## src/rtl/serial_magnitude_compare_if.sv

```systemverilog
// Operand/result bundle for the serial magnitude comparator.
// No latency of its own; pure wiring between requester and comparator.
// Requester drives start/operands; comparator returns busy, done pulse and flags.
interface serial_magnitude_compare_if #(
    parameter int WIDTH = 32
) ();

    logic             start;
    logic             signed_mode;
    logic [WIDTH-1:0] a;
    logic [WIDTH-1:0] b;
    logic             busy;
    logic             done;
    logic             gt;
    logic             lt;
    logic             eq;

    // Requester side: issues operations and watches the result.
    modport master (
        output start,
        output signed_mode,
        output a,
        output b,
        input  busy,
        input  done,
        input  gt,
        input  lt,
        input  eq
    );

    // Comparator side: accepts operations and reports the result.
    modport slave (
        input  start,
        input  signed_mode,
        input  a,
        input  b,
        output busy,
        output done,
        output gt,
        output lt,
        output eq
    );

endinterface

```

## src/rtl/serial_magnitude_compare.sv

```systemverilog
// Multi-cycle MSB-digit-first magnitude comparator (signed/unsigned) with early exit.
// Latency: done in cycle after edge k+1 from start (k = first differing digit), NDIG for equal.
// Backpressure: start is only accepted while busy=0; start during a scan is ignored.
module serial_magnitude_compare #(
    parameter int WIDTH = 32,
    // Bits examined per cycle; WIDTH must be an integer multiple of DIGIT.
    parameter int DIGIT = 1
) (
    input  logic                          clk,
    input  logic                          rst,
    // Interface WIDTH must match this module's WIDTH.
    serial_magnitude_compare_if.slave     cmp
);

    localparam int NDIG = WIDTH / DIGIT;
    localparam int KW   = (NDIG > 1) ? $clog2(NDIG) : 1;
    localparam logic [KW-1:0] K_LAST = KW'(NDIG - 1);

    typedef enum logic {
        IDLE = 1'b0,
        SCAN = 1'b1
    } state_t;

    state_t           state_q, state_d;
    logic [WIDTH-1:0] ra_q, ra_d;
    logic [WIDTH-1:0] rb_q, rb_d;
    logic [KW-1:0]    k_q, k_d;
    logic             done_q, done_d;
    logic             gt_q, gt_d;
    logic             lt_q, lt_d;
    logic             eq_q, eq_d;

    // Current digit under inspection and its relation between the two operands.
    logic [DIGIT-1:0] dig_a;
    logic [DIGIT-1:0] dig_b;
    logic             dig_differ;
    logic             dig_a_gt;
    logic             last_dig;

    // Flipping the sign bit maps two's-complement onto offset binary, so the
    // same unsigned scan orders signed operands correctly.
    logic [WIDTH-1:0] sign_flip;

    assign sign_flip  = {cmp.signed_mode, {(WIDTH-1){1'b0}}};
    assign dig_a      = ra_q[WIDTH-1 -: DIGIT];
    assign dig_b      = rb_q[WIDTH-1 -: DIGIT];
    assign dig_differ = (dig_a != dig_b);
    assign dig_a_gt   = (dig_a > dig_b);
    assign last_dig   = (k_q == K_LAST);

    // State register; reset aborts any scan in flight.
    always_ff @(posedge clk) begin
        if (rst) begin
            state_q <= IDLE;
        end else begin
            state_q <= state_d;
        end
    end

    // Next-state: leave SCAN on the first differing digit or after the last digit.
    always_comb begin
        state_d = state_q;
        case (state_q)
            IDLE: begin
                if (cmp.start) begin
                    state_d = SCAN;
                end
            end
            SCAN: begin
                if (dig_differ || last_dig) begin
                    state_d = IDLE;
                end
            end
            default: state_d = IDLE;
        endcase
    end

    // Datapath next values: load on accept, then shift until a result is known.
    always_comb begin
        ra_d   = ra_q;
        rb_d   = rb_q;
        k_d    = k_q;
        done_d = 1'b0;
        gt_d   = gt_q;
        lt_d   = lt_q;
        eq_d   = eq_q;
        case (state_q)
            IDLE: begin
                if (cmp.start) begin
                    ra_d = cmp.a ^ sign_flip;
                    rb_d = cmp.b ^ sign_flip;
                    k_d  = '0;
                    gt_d = 1'b0;
                    lt_d = 1'b0;
                    eq_d = 1'b0;
                end
            end
            SCAN: begin
                if (dig_differ) begin
                    gt_d   = dig_a_gt;
                    lt_d   = ~dig_a_gt;
                    eq_d   = 1'b0;
                    done_d = 1'b1;
                end else if (last_dig) begin
                    gt_d   = 1'b0;
                    lt_d   = 1'b0;
                    eq_d   = 1'b1;
                    done_d = 1'b1;
                end else begin
                    ra_d = ra_q << DIGIT;
                    rb_d = rb_q << DIGIT;
                    k_d  = k_q + KW'(1);
                end
            end
            default: begin
                done_d = 1'b0;
            end
        endcase
    end

    // Datapath registers; flags hold until the next accepted start.
    always_ff @(posedge clk) begin
        if (rst) begin
            ra_q   <= '0;
            rb_q   <= '0;
            k_q    <= '0;
            done_q <= 1'b0;
            gt_q   <= 1'b0;
            lt_q   <= 1'b0;
            eq_q   <= 1'b0;
        end else begin
            ra_q   <= ra_d;
            rb_q   <= rb_d;
            k_q    <= k_d;
            done_q <= done_d;
            gt_q   <= gt_d;
            lt_q   <= lt_d;
            eq_q   <= eq_d;
        end
    end

    // Outputs: busy follows the state directly so the done cycle is already idle.
    always_comb begin
        cmp.busy = (state_q == SCAN);
        cmp.done = done_q;
        cmp.gt   = gt_q;
        cmp.lt   = lt_q;
        cmp.eq   = eq_q;
    end

endmodule

```

## src/flat_wrapper.sv

```systemverilog
// flat-port wrapper written by rule: the top's interface ports become plain ports
module serial_magnitude_compare_flat 
#(
    parameter int WIDTH = 32,
                                                                           
    parameter int DIGIT = 1
)
  (clk, rst, cmp_start, cmp_signed_mode, cmp_a, cmp_b, cmp_busy, cmp_done, cmp_gt, cmp_lt, cmp_eq);
  serial_magnitude_compare_if #(.WIDTH(WIDTH)) cmp_i ();
  input  logic clk;
  input  logic rst;
  input wire logic [$bits(cmp_i.start)-1:0] cmp_start;
  input wire logic [$bits(cmp_i.signed_mode)-1:0] cmp_signed_mode;
  input wire logic [$bits(cmp_i.a)-1:0] cmp_a;
  input wire logic [$bits(cmp_i.b)-1:0] cmp_b;
  output wire logic [$bits(cmp_i.busy)-1:0] cmp_busy;
  output wire logic [$bits(cmp_i.done)-1:0] cmp_done;
  output wire logic [$bits(cmp_i.gt)-1:0] cmp_gt;
  output wire logic [$bits(cmp_i.lt)-1:0] cmp_lt;
  output wire logic [$bits(cmp_i.eq)-1:0] cmp_eq;
  assign cmp_i.start = cmp_start;
  assign cmp_i.signed_mode = cmp_signed_mode;
  assign cmp_i.a = cmp_a;
  assign cmp_i.b = cmp_b;
  assign cmp_busy = cmp_i.busy;
  assign cmp_done = cmp_i.done;
  assign cmp_gt = cmp_i.gt;
  assign cmp_lt = cmp_i.lt;
  assign cmp_eq = cmp_i.eq;
  serial_magnitude_compare #(.WIDTH(WIDTH), .DIGIT(DIGIT)) u_core (.clk(clk), .rst(rst), .cmp(cmp_i));
endmodule
```

## config.mk

```make
export PLATFORM = sky130hd
export DESIGN_NAME = serial_magnitude_compare_flat
export DESIGN_NICKNAME = d
export VERILOG_FILES = /design/src/rtl/serial_magnitude_compare_if.sv /design/src/rtl/serial_magnitude_compare.sv /design/src/flat_wrapper.sv
export SDC_FILE = /design/constraint.sdc
export NUM_CORES = 1
export LEC_CHECK = 0
export CORE_MARGIN = 5
export CORE_UTILIZATION = 57
export CTS_BUF_LIST = sky130_fd_sc_hd__clkbuf_4 sky130_fd_sc_hd__clkbuf_8
export CTS_CLUSTER_DIAMETER = 200
export DETAILED_ROUTE_END_ITERATION = 8
export GPL_ROUTABILITY_DRIVEN = 0
export PLACE_DENSITY = 0.89
export SYNTH_ARGS = -nofsm -noshare
export SYNTH_HDL_FRONTEND = slang
export SYNTH_SLANG_ARGS = --single-unit
```

## constraint.sdc

```tcl
create_clock -name clk -period 4.7 [get_ports clk]
set_clock_uncertainty 0.05 [all_clocks]
set_input_delay 0.94 -clock clk [delete_from_list [all_inputs] [get_ports clk]]
set_output_delay 0.94 -clock clk [all_outputs]
set_load 0.02 [all_outputs]
```

* Word-level counts from Yosys, hierarchy flattened
Cells that the tools add are included.
Storage, ports and cells: flip-flop bits (word level) 74, output and inout port bits 5, logic and storage cells 50
Cells by class: $add $sub $neg 1, $lt $le $gt $ge 1, eq/ne operators 6, reductions and logical operators 4, muxes and demuxes 26, bitwise gates (word level) 4
Operators by type and width (number):
- 32-bit two-way mux | 6
- 32-bit case mux with 2 select lines | 2
- 32-bit XOR | 2
- 5-bit two-way mux | 3
- 1-bit two-way mux | 10
- 5-bit case mux with 2 select lines | 1
- 1-bit case mux with 2 select lines | 4
- 2-bit != test, second input constant | 3
- 5-bit by 1-bit adder with 5-bit output, second input constant | 1
- 5-bit == test, second input constant | 1
- 3-bit != test, second input constant | 1
- 3-bit AND reduction | 1
- 1-bit inverter | 2
- 2-bit AND reduction | 1
- 2-bit OR reduction | 1
- 1-bit > comparator | 1
- 1-bit logical OR | 1
- 1-bit != test | 1

* Longest topological paths before layout
Gate-level depths: netlist of the first run.
word-level depth 4, depth in mapped cells 8

* Worst setup path after synthesis of the first run
OpenSTA, ideal clock, no wires.
kind input to register, start input port rst, end register u_core.k_q[3], path buffers 1, cell stages on the path 4, data arrival time 1.744 ns, setup time 0.120 ns, setup slack 2.786 ns, data required time 4.530 ns, path through buf_4 -> and4bb_1 -> and3_1 -> a211o_1
RTL lines:
- start, declared | line flat_wrapper.sv:11 | input logic rst;
- end signal, assigned | line serial_magnitude_compare.sv:134 | k_q <= k_d;
- end, declared | line serial_magnitude_compare.sv:27 | logic [KW-1:0] k_q, k_d;

* Final worst setup path of the first run
start register u_core.state_q (netlist: u_core.cmp.busy), end output port cmp_busy
RTL lines:
- start, declared | line serial_magnitude_compare.sv:24 | state_t state_q, state_d;
- start signal, assigned | line serial_magnitude_compare.sv:56 | state_q <= state_d;
- end, declared | line flat_wrapper.sv:16 | output wire logic [$bits(cmp_i.busy)-1:0] cmp_busy;
No word-level cell between the ends.

==> impl_summary.log, run 1 <==
INFO  metric detailedPlacementHpwl = approximately 5.3 mm
INFO  metric layout_common_cells = 73 x sky130_fd_sc_hd__dfxtp_1, 71 x sky130_fd_sc_hd__clkdlybuf4s50_1, 62 x sky130_fd_sc_hd__nor3_1, 60 x sky130_fd_sc_hd__mux2i_1, 41 x sky130_fd_sc_hd__a211oi_1
INFO  metric dpl-instance-area = roughly 0.0042 mm2
INFO  metric worstPathRequired = roughly 3.7 ns
INFO  metric critical_path.startpoint_type = flip-flop
INFO  metric internal_power = approximately 1200 uW
INFO  metric synth_simple_gate_area_share = 13.5%
INFO  metric design.final.nets = 469
INFO  metric post_synth_fa_ha_maj_area_fraction = around 1.4%
INFO  metric grt_pass1_vias = 2781
INFO  metric input_output_buffers = 72
INFO  metric cts_num_sinks = 74
INFO  metric cts.path.max_buffers = 2
INFO  metric postSynthAreaPerCell = 10.2 um2
INFO  metric route.detailed.drc = 0
INFO  metric core.rowCount = 28
INFO  metric die_h = between 80 and 90 um
INFO  metric final-instance-count-excl-fill = approximately 480
INFO  metric multiInputGateArea = 0.00181 mm2
INFO  metric syn_to_final_growth = 23.9%
INFO  metric overall_global_routing_resource_usage = 21.0%
INFO  metric coreArea = roughly 0.006 mm2
INFO  metric post_cts.repair.setup_buffers = 0
INFO  metric worst_slew_margin_rel = 37.8%
INFO  metric finalCriticalPeriod = 2.88 ns
INFO  metric timing.setup.critical_path_class = reg -> out
INFO  metric cts_htree_levels = 3
INFO  metric arrival = 1.89 ns
INFO  metric detail_route.wl_per_cell = 16.9 um
INFO  metric i_o_pin_count = 73
INFO  metric cts.reportedPaths.clkPinSlew = around 0.07 ns
INFO  metric antenna_violating_nets_post_route = 0
INFO  metric report.final.slew_viol_count = 0
INFO  metric timing_worst_slew_pin_value = 0.933 ns
INFO  metric number_of_drc_violations_after_detailed_routing_iteration_0 = 206
INFO  metric synthesis.nets = 417
INFO  metric cpMaxStageDelayCell = sky130_fd_sc_hd__dfxtp_4
INFO  metric drt-pass1-iter-count = 4
INFO  metric ys.flop_type = sky130_fd_sc_hd__dfxtp_1
INFO  metric pin_count_of_the_biggest_net_entering_global_routing = 56
INFO  metric cts_inserted_buffers = 9
INFO  metric grt_overflow_total = 0
INFO  metric n_fill_cell = 462
INFO  metric critical_path.n_buffers_inverters = 1
INFO  metric synth-xor-area-share = less than 1%
INFO  metric power.combinational.fraction = 22.7%
INFO  metric leakage = around 0.0015 uW
INFO  metric rsz0062_at_grt = no
INFO  metric hold_buffers_post_cts = 0
INFO  metric total_power = approximately 1600 uW
INFO  metric start_util = 59.0%
INFO  metric dieArea = roughly 0.0078 mm2
INFO  metric routed_wire_length = 8.05 mm
INFO  metric ctsRootBufferMaster = sky130_fd_sc_hd__clkbuf_8
INFO  metric synth-compound-area-share = a little under a fifth
INFO  metric cellPowerDensity = 374 mW/mm2
INFO  metric critical_path.max_stage_delay = 0.78 ns
INFO  metric drv_cap = 0
INFO  metric cell_class_contributing_the_biggest_share_of_worst_path_delay = flip-flops
INFO  metric holdCritPathClass = reg -> reg
INFO  metric power_frac_clock = a little under a third
INFO  metric timing.critical_path.cells = clkdlybuf4s50_1
INFO  metric number_of_distinct_library_cell_variants_in_the_gate_level_netlist_after_synthesis = 35
INFO  metric grt_antenna_before_repair = 0
INFO  metric totalNegativeSetupSlack = 0 ns
INFO  metric clock_tree_from_tritoncts = built
INFO  metric timing.final.setup_violations = 0
INFO  metric status = finished, final reports clean
INFO  metric hold_viol = 0
INFO  metric post-route-util = around 73%
INFO  metric critPathCaptureType = output pin
INFO  metric async_reset_ff_share = 0%
INFO  metric synth_top_family_by_area = compound AO/OA/AOI/OAI gates
INFO  metric die_x = 88.5 um
INFO  metric timing.final.crit_share = roughly three fifths
INFO  metric detail_route.vias_per_cell = 6.04
INFO  metric postcts_resize_cnt = 0
INFO  metric share_of_final_layout_standard_cells_stronger_than_drive_strength_1 = 11.7%
INFO  metric design_area = between 0.004 and 0.005 mm2
INFO  metric irDropWorstVdd = 0.000249 V
INFO  metric synth_edf_count = 0
INFO  metric clock.fmax = 347 MHz
INFO  metric postSynthRegisterBits = 74
INFO  metric sequential_cell_area = 0.00149 mm2
INFO  metric syn_inst = 345
INFO  metric ys_warn_count = 0
INFO  metric muxShareOfSynthArea = 17.1%
INFO  metric post-place-cells = 461
INFO  metric insertedDiodeCount = 0
INFO  metric ys_seq_area_share = 42.2%
INFO  metric synth_area = 0.00351 mm2
INFO  metric detailroute.via_count = 2875
INFO  metric cp_max_fo = 45
INFO  metric power.share.sequential = around 47%
INFO  metric commonest_non_fill_non_tap_cell_in_the_layout = sky130_fd_sc_hd__dfxtp_1
INFO  metric net-switching-power = 471 uW
INFO  metric first_pass_grt_wire_length = roughly 13 mm
INFO  metric power_switching_share = 29.0%
INFO  metric clkLatencyLatePin = between 0.3 and 0.4 ns
## cells in the mapped netlist, drive strengths merged, types with 2 or more instances
master | count | area [um2]
mux2i | 60 | 601
o21ai | 3 | 15.0
nor3 | 63 | 327
buf | 29 | 184
nand2b | 2 | 15.0
dfxtp | 74 | 1480
inv | 3 | 11.3
xnor2 | 2 | 17.5
nor2 | 3 | 11.3
a221o | 2 | 20.0
and3 | 2 | 12.5
ha | 4 | 50.1
clkbuf | 7 | 30.0
nand2 | 7 | 28.8
a211oi | 61 | 558
a21oi | 6 | 30.0
a22o | 2 | 17.5
nand3 | 5 | 25.0
## area by class of cell
cell class | instances | share of cell area, %
clock buffers | 12 | 3.51
flip-flops and latches | 74 | 34.1
clock inverters | 3 | 0.920
multi-input cells | 232 | 41.7
inverters | 3 | 0.259
well taps | 75 | 2.16
repair buffers | 77 | 17.3
## sequential cells by signal (all words and copies together), names as in the netlist
name	flops
u_core.cmp.busy	1
u_core.cmp.done	1
u_core.cmp.eq	1
u_core.cmp.gt	1
u_core.cmp.lt	1
u_core.k_q	5
u_core.ra_q	32
u_core.rb_q	32
## power groups by stage
stage	clock, uW	sequential [uW]	combinational, uW
after floorplan	0	751	291
after global placement	0	774	354
after detailed placement	0	778	367
after CTS	497	764	370
after global routing	527	773	402
final	492	765	368
## through the flow
step,hold slack [ns],worst slack [ns]
detailed placement,0.425,1.48
CTS,0.435,1.81
finish,0.434,1.82
global route,0.471,1.72
global placement,0.411,1.64
floorplan,0.398,2.79
## worst paths after layout
| kind | startpoint | endpoint | slack (ns) | cells past startpoint |
|---|---|---|---|---|
| setup / recovery | u_core.cmp.busy$_SDFF_PP0_ | cmp_busy | 1.82 | 1 |
| hold / removal | u_core.cmp.gt$_SDFFE_PP0P_ | u_core.cmp.gt$_SDFFE_PP0P_ | 0.43 | 2 |
| setup reg to reg | u_core.k_q[0]$_SDFFE_PP0P_ | u_core.rb_q[17]$_SDFFE_PP0P_ | 1.90 | 7 |
| hold reg to reg | u_core.cmp.gt$_SDFFE_PP0P_ | u_core.cmp.gt$_SDFFE_PP0P_ | 0.43 | 2 |
## logic make-up after synthesis
kind of cell               Yosys count
adders and majority gates            4
AOI/OAI and AO/OA                   77
and+or+nand+nor                     89
buffers and inverters               39
muxes                               60
DFF                                 74
xor gates and xnor gates             2
## tightest hold or removal path, cell delays in order, from the launching register on
cell and delay [ns]:
sky130_fd_sc_hd__dfxtp_1 0.31, sky130_fd_sc_hd__o21ai_1 0.07, sky130_fd_sc_hd__a21oi_1 0.06
## routing by layer
layer	vias up	GRT usage (%)	part of all wire, %
met5	-	0	0
met4	0	9.62	1.7
met3	14	4.28	4.0
met2	74	35.6	53
met1	1378	25.7	42
li1	1409	-	-
No activity file was read; power rests on OpenSTA's default activity.
==> inputs of run 2 (changes only) <==
--- a/config.mk
+++ b/config.mk
@@ -6,12 +6,12 @@
 export NUM_CORES = 1
 export LEC_CHECK = 0
 export CORE_MARGIN = 5
-export CORE_UTILIZATION = 57
+export CORE_UTILIZATION = 48
 export CTS_BUF_LIST = sky130_fd_sc_hd__clkbuf_4 sky130_fd_sc_hd__clkbuf_8
 export CTS_CLUSTER_DIAMETER = 200
 export DETAILED_ROUTE_END_ITERATION = 8
 export GPL_ROUTABILITY_DRIVEN = 0
-export PLACE_DENSITY = 0.89
+export PLACE_DENSITY = 0.8
 export SYNTH_ARGS = -nofsm -noshare
 export SYNTH_HDL_FRONTEND = slang
 export SYNTH_SLANG_ARGS = --single-unit
==> constraint.sdc (replaced) <==
create_clock -name clk -period 2.4 [get_ports clk]
set_clock_uncertainty 0.05 [all_clocks]
set_input_delay 0.48 -clock clk [delete_from_list [all_inputs] [get_ports clk]]
set_output_delay 0.48 -clock clk [all_outputs]
set_load 0.02 [all_outputs]
==> impl_summary.log, run 2 (synthesized netlist as in run 1, its figures left out) <==
INFO  metric grt_pass1_vias = 2791
INFO  metric overall_global_routing_resource_usage = a little under a fifth
INFO  metric critical_path.max_stage_delay = 0.70 ns
INFO  metric hold_viol = 0
INFO  metric route.detailed.drc = 0
INFO  metric post-route-util = 63.2%
INFO  metric clkLatencyLatePin = 0.35 ns
INFO  metric reg2reg_depth = 7
INFO  metric reg2reg_setup_slack = 0.34 ns
INFO  metric timing.final.setup_violations = 0
INFO  metric post_cts.repair.setup_buffers = 0
INFO  metric die_x = 95.5 um
INFO  metric dieArea = between 0.009 and 0.01 mm2
INFO  metric timing.setup.critical_path_class = reg -> out
INFO  metric start_util = 48.9%
INFO  metric critPathCaptureType = output pin
INFO  metric insertedDiodeCount = 0
INFO  metric share_of_final_layout_standard_cells_stronger_than_drive_strength_1 = approximately 13%
INFO  metric clock_tree_from_tritoncts = built
INFO  metric number_of_drc_violations_after_detailed_routing_iteration_0 = 113
INFO  metric routed_wire_length = 7.95 mm
INFO  metric grt_antenna_before_repair = 0
INFO  metric worstPathRequired = 1.87 ns
INFO  metric drt-pass1-iter-count = 6
INFO  metric cts.path.max_buffers = 2
INFO  metric critical_path.n_buffers_inverters = 1
INFO  metric leakage = between 0.0015 and 0.002 uW
INFO  metric cell_class_contributing_the_biggest_share_of_worst_path_delay = buffers and inverters
INFO  metric status = finished, final reports clean
INFO  metric report.final.slew_viol_count = 0
INFO  metric timing.final.crit_share = between 80% and 90%
INFO  metric die_h = ~96 um
INFO  metric worstHoldEndpoint = u_core.ra_q[31]$_SDFFE_PP0P_
INFO  metric timing_worst_slew_pin_value = ~0.35 ns
INFO  metric syn_to_final_growth = 29.1%
INFO  metric worst_slew_margin_rel = 76.8%
INFO  metric cp_max_fo = 24
INFO  metric cpMaxStageDelayCell = sky130_fd_sc_hd__clkdlybuf4s50_1
INFO  metric arrival = 1.61 ns
INFO  metric reg_top3 = u_core.ra_q (32), u_core.rb_q (32), u_core.k_q (5)
INFO  metric detail_route.wl_per_cell = 15.6 um
INFO  metric antenna_violating_nets_post_route = 0
INFO  metric grt_overflow_total = 0
INFO  metric input_output_buffers = 72
INFO  metric finalCriticalPeriod = 2.14 ns
INFO  metric layout_common_cells = 73 x sky130_fd_sc_hd__dfxtp_1, 71 x sky130_fd_sc_hd__clkdlybuf4s50_1, 62 x sky130_fd_sc_hd__nor3_1, 60 x sky130_fd_sc_hd__mux2i_1, 41 x sky130_fd_sc_hd__a211oi_1
INFO  metric cts_inserted_buffers = 9
INFO  metric coreArea = 0.00718 mm2
INFO  metric rr_endpoint = u_core.rb_q[17]$_SDFFE_PP0P_
INFO  metric final.setup.worst_slack = around 0.26 ns
INFO  metric detailroute.via_count = between 2000 and 3000
INFO  metric rsz0062_at_grt = no
INFO  metric timing.critical_path.cells = clkdlybuf4s50_1
INFO  metric clock.fmax = 467 MHz
INFO  metric detailedPlacementHpwl = 5.29 mm
INFO  metric cts.reportedPaths.clkPinSlew = 0.07 ns
INFO  metric commonest_non_fill_non_tap_cell_in_the_layout = sky130_fd_sc_hd__dfxtp_1
INFO  metric drv_cap = 0
INFO  metric irDropWorstVdd = 0.000309 V
INFO  metric postcts_resize_cnt = 0
INFO  metric min_path_cells = 1
INFO  metric core.rowCount = 31
INFO  metric ctsRootBufferMaster = sky130_fd_sc_hd__clkbuf_8
INFO  metric cts_htree_levels = 3
INFO  metric n_fill_cell = 598
INFO  metric i_o_pin_count = 73
INFO  metric cellPowerDensity = 759 mW/mm2
INFO  metric hold_path.startpoint = u_core.ra_q[30]$_SDFFE_PP0P_
INFO  metric cts_num_sinks = 74
INFO  metric regToRegStartpoint = u_core.k_q[0]$_SDFFE_PP0P_
INFO  metric holdCritPathClass = reg -> reg
INFO  metric pin_count_of_the_biggest_net_entering_global_routing = 45
INFO  metric critical_path.startpoint_type = flip-flop
INFO  metric first_pass_grt_wire_length = about 13 mm
INFO  metric hold_buffers_post_cts = 0
INFO  metric totalNegativeSetupSlack = 0 ns
INFO  metric detail_route.vias_per_cell = around 5.6
INFO  metric detailedPlace.worstSlack = 0.347 ns
INFO  metric design.final.nets = 477
run 2: cell count changes in the layout (fill, tap and decap cells not counted), sizes merged:
cell | before | now
bufinv | 1 | 3
clkinv | 2 | 1
clkbuf | 12 | 11
buf | 6 | 14
run 2: power by group:
part / switching, uW / leakage, uW / internal (uW)
sequential: 98.5 / 0.000613 / 1380
combinational: 382 / 0.000877 / 383
clock: 453 / 0.000126 / 744
run 2: cell type report:
type	instances	area, um2	share of cell area (%)
clock buffers	11	151	3.34
clock inverters	4	98.8	2.18
inverters	3	11.3	0.248
multi-input cells	232	1810	40.0
flip-flops and latches	74	1490	32.7
well taps	99	124	2.73
repair buffers	85	851	18.8
run 2: worst max-delay path by stage:
stage	slack [ns]	start	cells past startpoint	endpoint
after floorplan	0.59	u_core.k_q[0]$_SDFFE_PP0P_	7	u_core.ra_q[31]$_SDFFE_PP0P_
after global placement	0.47	u_core.k_q[0]$_SDFFE_PP0P_	7	u_core.rb_q[22]$_SDFFE_PP0P_
after detailed placement	0.35	u_core.k_q[0]$_SDFFE_PP0P_	7	u_core.rb_q[17]$_SDFFE_PP0P_
after CTS	0.23	u_core.cmp.busy$_SDFF_PP0_	1	cmp_busy
after global routing	0.16	u_core.k_q[0]$_SDFFE_PP0P_	7	u_core.rb_q[21]$_SDFFE_PP0P_
final	0.26	u_core.cmp.busy$_SDFF_PP0_	1	cmp_busy
run 2: per-stage QoR:
stage | total power, uW | hold WS (ns) | instances | instance area [um2]
after global placement | 2240 | 0.417 | 493 | 4290
after global routing | 3610 | 0.454 | 508 | 4540
after detailed placement | 2270 | 0.419 | 493 | 4290
after floorplan | 2040 | 0.398 | 345 | 3510
final | 3440 | 0.427 | 508 | 4540
after CTS | 3470 | 0.431 | 508 | 4540
run 2: metal layers:
layer	GRT usage, %	vias to the layer above	share of wire (%)
met2	28.7	66	50
li1	-	1421	-
met3	4.50	15	4.6
met4	8.06	0	2.2
met1	23.7	1343	44
met5	0	-	0
